--- src/rtl/redmule_stream_addrgen.sv ---
// Streamer address generator: latches a 3-level addressing job on req_start
// and issues one word address per valid/ready beat, then pulses done.
module redmule_stream_addrgen #(
  parameter int unsigned AW = 32,
  parameter int unsigned LW = 16
) (
  input  logic          clk_i,
  input  logic          rst_i,
  input  logic          clear_i,
  input  logic          req_start_i,
  input  logic [AW-1:0] base_addr_i,
  input  logic [LW-1:0] tot_len_i,
  input  logic [LW-1:0] d0_len_i,
  input  logic [AW-1:0] d0_stride_i,
  input  logic [LW-1:0] d1_len_i,
  input  logic [AW-1:0] d1_stride_i,
  input  logic [AW-1:0] d2_stride_i,
  input  logic [1:0]    dim_enable_1h_i,
  output logic          ready_start_o,
  output logic [AW-1:0] addr_o,
  output logic          addr_valid_o,
  input  logic          addr_ready_i,
  output logic          last_o,
  output logic          done_o
);

  typedef enum logic [1:0] {
    IDLE,
    RUN,
    DONE
  } state_e;

  state_e state_q, state_d;

  logic [AW-1:0] base_q;
  logic [LW-1:0] tot_len_q;
  logic [LW-1:0] d0_len_q;
  logic [AW-1:0] d0_stride_q;
  logic [LW-1:0] d1_len_q;
  logic [AW-1:0] d1_stride_q;
  logic [AW-1:0] d2_stride_q;
  logic [1:0]    dim_en_q;

  logic [LW-1:0] beat_cnt_q;
  logic [LW-1:0] d0_cnt_q;
  logic [LW-1:0] d1_cnt_q;
  logic [AW-1:0] d0_off_q;
  logic [AW-1:0] d1_off_q;
  logic [AW-1:0] d2_off_q;

  logic start;
  logic beat;
  logic is_last;
  logic d0_wrap;
  logic d1_wrap;

  assign start   = (state_q == IDLE) && req_start_i;
  assign beat    = (state_q == RUN) && addr_ready_i;
  assign is_last = (state_q == RUN) &&
                   (beat_cnt_q == tot_len_q - LW'(1));
  assign d0_wrap = dim_en_q[0] &&
                   (d0_cnt_q == d0_len_q - LW'(1));
  assign d1_wrap = dim_en_q[1] &&
                   (d1_cnt_q == d1_len_q - LW'(1));

  assign addr_o = base_q + d0_off_q + d1_off_q + d2_off_q;
  assign last_o = is_last;

  always_ff @(posedge clk_i or posedge rst_i) begin
    if (rst_i) begin
      state_q <= IDLE;
    end else begin
      state_q <= state_d;
    end
  end

  always_comb begin
    state_d       = state_q;
    ready_start_o = 1'b0;
    addr_valid_o  = 1'b0;
    done_o        = 1'b0;
    unique case (state_q)
      IDLE: begin
        ready_start_o = 1'b1;
        if (req_start_i) begin
          state_d = (tot_len_i == '0) ? DONE : RUN;
        end
      end
      RUN: begin
        addr_valid_o = 1'b1;
        if (addr_ready_i && is_last) begin
          state_d = DONE;
        end
      end
      DONE: begin
        done_o  = 1'b1;
        state_d = IDLE;
      end
      default: state_d = IDLE;
    endcase
    if (clear_i) begin
      state_d = IDLE;
    end
  end

  // Zero-length dimensions behave as length 1 so wrap compares stay sane.
  always_ff @(posedge clk_i or posedge rst_i) begin
    if (rst_i) begin
      base_q      <= '0;
      tot_len_q   <= '0;
      d0_len_q    <= '0;
      d0_stride_q <= '0;
      d1_len_q    <= '0;
      d1_stride_q <= '0;
      d2_stride_q <= '0;
      dim_en_q    <= '0;
    end else if (!clear_i && start) begin
      base_q      <= base_addr_i;
      tot_len_q   <= tot_len_i;
      d0_len_q    <= (d0_len_i == '0) ? LW'(1) : d0_len_i;
      d0_stride_q <= d0_stride_i;
      d1_len_q    <= (d1_len_i == '0) ? LW'(1) : d1_len_i;
      d1_stride_q <= d1_stride_i;
      d2_stride_q <= d2_stride_i;
      dim_en_q    <= dim_enable_1h_i;
    end
  end

  always_ff @(posedge clk_i or posedge rst_i) begin
    if (rst_i) begin
      beat_cnt_q <= '0;
      d0_cnt_q   <= '0;
      d1_cnt_q   <= '0;
      d0_off_q   <= '0;
      d1_off_q   <= '0;
      d2_off_q   <= '0;
    end else if (clear_i || start) begin
      beat_cnt_q <= '0;
      d0_cnt_q   <= '0;
      d1_cnt_q   <= '0;
      d0_off_q   <= '0;
      d1_off_q   <= '0;
      d2_off_q   <= '0;
    end else if (beat) begin
      beat_cnt_q <= beat_cnt_q + LW'(1);
      if (d0_wrap) begin
        d0_cnt_q <= '0;
        d0_off_q <= '0;
        if (d1_wrap) begin
          d1_cnt_q <= '0;
          d1_off_q <= '0;
          d2_off_q <= d2_off_q + d2_stride_q;
        end else begin
          d1_cnt_q <= d1_cnt_q + LW'(1);
          d1_off_q <= d1_off_q + d1_stride_q;
        end
      end else begin
        d0_cnt_q <= d0_cnt_q + LW'(1);
        d0_off_q <= d0_off_q + d0_stride_q;
      end
    end
  end

endmodule

--- config.mk ---
export PLATFORM = sky130hd
export DESIGN_NAME = redmule_stream_addrgen
export DESIGN_NICKNAME = d
export VERILOG_FILES = /design/src/rtl/redmule_stream_addrgen.sv
export SDC_FILE = /design/constraint.sdc
export NUM_CORES = 1
export LEC_CHECK = 0
export ABC_AREA = 1
export CAP_MARGIN = 20
export CORE_AREA = 2 2 193 214
export CTS_CLUSTER_DIAMETER = 40
export CTS_CLUSTER_SIZE = 24
export DETAILED_ROUTE_END_ITERATION = 10
export DIE_AREA = 0 0 195 216
export HOLD_SLACK_MARGIN = 0.05
export PLACE_DENSITY = 0.87
export SLEW_MARGIN = 20
export SYNTH_ARGS = -nofsm -noshare
export SYNTH_HDL_FRONTEND = slang
export SYNTH_SLANG_ARGS = --single-unit
--- constraint.sdc ---
create_clock -name clk_i -period 19.3 [get_ports clk_i]
set_input_delay 1.93 -clock clk_i [delete_from_list [all_inputs] [get_ports clk_i]]
set_output_delay 1.93 -clock clk_i [all_outputs]
set_load 0.005 [all_outputs]
==> run_results.csv <==
group,metric,value,unit
sta,fin_worst_skew,0.04182,ns
setup_path,crit_path_start,"d1_off_q[2]",
layout,fillers,3159,
sta,finalSetupViolCount,0,
min_path,hold_start,"d1_stride_q[30]",
setup_path,crit_top_cell,"nand2_1",
synthesis,yosys-top-cells-count,"nand2_1, inv_1, dfrtp_1",
layout,area_growth,17.69,%
clock_network,cts_buffer_depth,3,
clock_network,cts_hold_buf,0,
synthesis,yosysMostFrequentCell,"nand2_1",
sta,period_minus_slack,6.765,ns
min_path,holdPathEnd,"d1_stride_q[30]",
layout,nets,4331,
floorplanning,die_x,195,um
setup_path,cp_top_family,"compound AO/OA/AOI/OAI gates",
min_path,hp-class,"reg2reg",
layout,final_cells,4509,
sta,relSlewSlack,33.31,%
setup_path,path_cells,"inv_1 -> fa_1 -> fa_1 -> inv_1 -> ha_1 -> nand2_1 -> nand2_1 -> o21ai_0 -> o21ai_0 -> inv_1 -> o21ai_0 -> a21oi_1 -> or2_2 -> nand2_1 -> nand2_1 -> nand2_1 -> clkdlybuf4s50_1",
setup_path,startpoint_type,"register",
synthesis,avgSynthCellArea,6.746,um^2
synthesis,yosysTopAreaCellShare,31.95,%
global_routing,grt_pass1_wl,124900,um
placed_design,gp_congestion,1.019,
clock_network,cts_buffers,52,
clock_network,cts_tree,"done",
floorplanning,dieArea,0.04212,mm^2
placed_design,placed_area,0.02795,mm^2
setup_path,slowest_stage,"o21ai_0",
synthesis,synth-seq-cells,324,
floorplanning,start_util,63.61,%
routing,drt_wl_total,76610,um
setup_path,worst-path-max-fanout,4,
clock_network,clock_sinks,324,
setup_path,worst-endpoint-arrival,4.83,ns
setup_path,worstSetupPathType,"reg2out",
setup_path,r2r_setup_slack,15.09,ns
global_routing,grt_overflow,0,
clock_network,cts_resized,0,
synthesis,ys_warn_count,0,
routing,dr.pass1.iters,6,
placed_design,placed_cells,4412,
routing,num_vias,25058,
sta,rsz0062_at_grt,"no",
setup_path,reg2reg_depth,14,
synthesis,netlist_instances,3761,
placed_design,portBuffers,218,
min_path,min_path_cells,2,
floorplanning,std_cell_rows,77,
routing,final_antenna_net_count,0,
floorplanning,io_pins,219,
clock_network,htree_levels,2,
synthesis,ys_seq_area_share,31.95,%
layout,antennaDiodeCount,0,
setup_path,worst-path-buf-inv,4,
floorplanning,core,0.03989,mm^2
sta,fmax,0.1478,GHz
clock_network,clkLatencyLatePin,0.62,ns
setup_path,crit_required,17.37,ns
global_routing,grt_usage,37.06,%
clock_network,cts_setup_buffers,0,
status,status,"complete, no violations",
setup_path,crit_path_end_kind,"output port",
sta,fin_tns_setup,0,ns
global_routing,grt_max_degree,150,
synthesis,synth_edf_count,0,
power_and_ir_drop,cellPowerDensity,159.6,mW/mm^2
global_routing,first_global_vias,24672,
global_routing,antenna_found_initial,0,
synthesis,synth_top_area_cell,"dfrtp_1",
clock_network,clk_transition_reported_paths,0.06,ns
run,cap_viol_max_count,0,
synthesis,synth_area,0.02537,mm^2
power_and_ir_drop,peakVddDrop,0.1357,mV
synthesis,synthArstFlopShare,100.0,%
setup_path,worst_path_largest_cell_delay,0.63,ns
power_and_ir_drop,power_leakage,15.87,nW
sta,drv_slew,0,
synthesis,synth_nets,4139,
routing,wl_per_cell,16.99,um
clock_network,root_buffer,"clkbuf_16",
synthesis,ys.flop_type,"dfrtp_1",
layout,finalInstanceArea,0.02986,mm^2
sta,final_hold_viol_count,0,
floorplanning,die_h,216,um
power_and_ir_drop,fin_total_pwr,0.004765,W
routing,drt_drc_violations_left,0,
setup_path,r2r-start,"d0_len_q[0]",
routing,drt_iter0_markers,2027,
sta,finalCritPeriodShare,35.05,%
layout,drive_above_1_share,3.053,%
routing,viasPerCell,5.557,
synthesis,synth.area.top_cells,"dfrtp_1, nand2_1, inv_1",
setup_path,rr_endpoint,"d1_off_q[24]",
synthesis,netlist-cell-type-count,44,
placed_design,hpwl,58650,um
sta,tightest_slew,1.000,ns
-- worst max path at each step --
stage / endpoint / depth (start not counted)
4_1_cts: addr_o[16] / 17
5_1_grt: addr_o[16] / 17
6_report: addr_o[16] / 17
3_5_place_dp: addr_o[16] / 17
3_3_place_gp: addr_o[16] / 17
2_1_floorplan: base_q[0] / 1
-- flip-flops by register name, summed over array words and instances (netlist names) --
register     count
base_q          32
d0_off_q        32
d0_stride_q     32
d1_off_q        32
d1_stride_q     32
d2_off_q        32
d2_stride_q     32
beat_cnt_q      16
d0_cnt_q        16
d0_len_q        16
d1_cnt_q        16
d1_len_q        16
tot_len_q       16
dim_en_q         2
state_q          2
-- per-stage QoR --
| step | utilization, % | hold WS [ns] | worst slack (ns) |
|---|---|---|---|
| after CTS | 74.85 | 0.4883 | 12.52 |
| after global placement | 70.07 | 0.4689 | 13.27 |
| final | 74.87 | 0.4838 | 12.54 |
| after floorplan | - | 0.4553 | 8.400 |
| after global routing | 74.87 | 0.5013 | 12.30 |
| after detailed placement | 70.07 | 0.4727 | 13.22 |
-- metal layers --
metal | global-route usage (%) | routed length, um | vias up | part of all wire, %
met1 | 49.06 | 32090 | 11564 | 42
met5 | 0 | 0 | - | 0
met3 | 5.907 | 5654 | 219 | 7.4
li1 | - | - | 12235 | -
met2 | 60.04 | 35180 | 1040 | 46
met4 | 17.12 | 3693 | 0 | 4.8
-- power by group --
group	switching, W	total (W)	leakage [nW]	internal (W)
registers	0.000179	0.00102	4.19	0.000843
logic	0.00160	0.00273	10.8	0.00112
clock network	0.000393	0.00102	0.919	0.000624
-- area by class of cell --
type,count,area (um^2),area share [%]
clock buffers,57,1361,4.559
flip-flops and latches,324,8108,27.15
repair buffers,233,2298,7.697
inverters,558,2107,7.056
multi-input cells,2784,14800,49.56
well taps,513,641.9,2.149
clock inverters,40,546.8,1.831
-- worst min-delay path, stage by stage, from the launching register on --
cell     delay, ns
dfrtp_1       0.35
nand2_1       0.05
nand2_1       0.05
-- layout by cell type, fill, tap and decap left out, drive strengths merged, types with 2 or more instances in the layout --
master         Yosys  layout
o21bai            16      16
and2               7       7
o211ai             2       2
xor2              98      98
a21oi            133     133
clkdlybuf4s50      0     218
a22oi              2       2
o21a               6       6
clkinv             2       9
clkinvlp           0       5
clkbuf            67      57
nor3b              2       2
buf               28      15
fa                65      65
nor2             306     306
nor3              42      42
dfrtp            324     324
nor4              18      18
or2                2       2
a31oi              5       5
a21boi             2       2
a211oi             3       3
a21o               8       8
xnor2             52      52
o31ai              2       2
nand3b            23      23
bufinv             0       7
nand3            208     208
nand4            112     112
inv              556     577
nand2           1357    1357
o21ai            176     176
ha               130     130
a221oi             2       2
-- cell families after synthesis --
family	Yosys count	share of synthesized area (%)
and+or+nand+nor	2079	33.79
buffers and inverters	653	9.818
DFF	324	31.95
adders and majority gates	195	11.54
xor gates and xnor gates	151	5.267
AOI/OAI and AO/OA	359	7.633
Note: power is estimated with default switching activity, not from simulation.
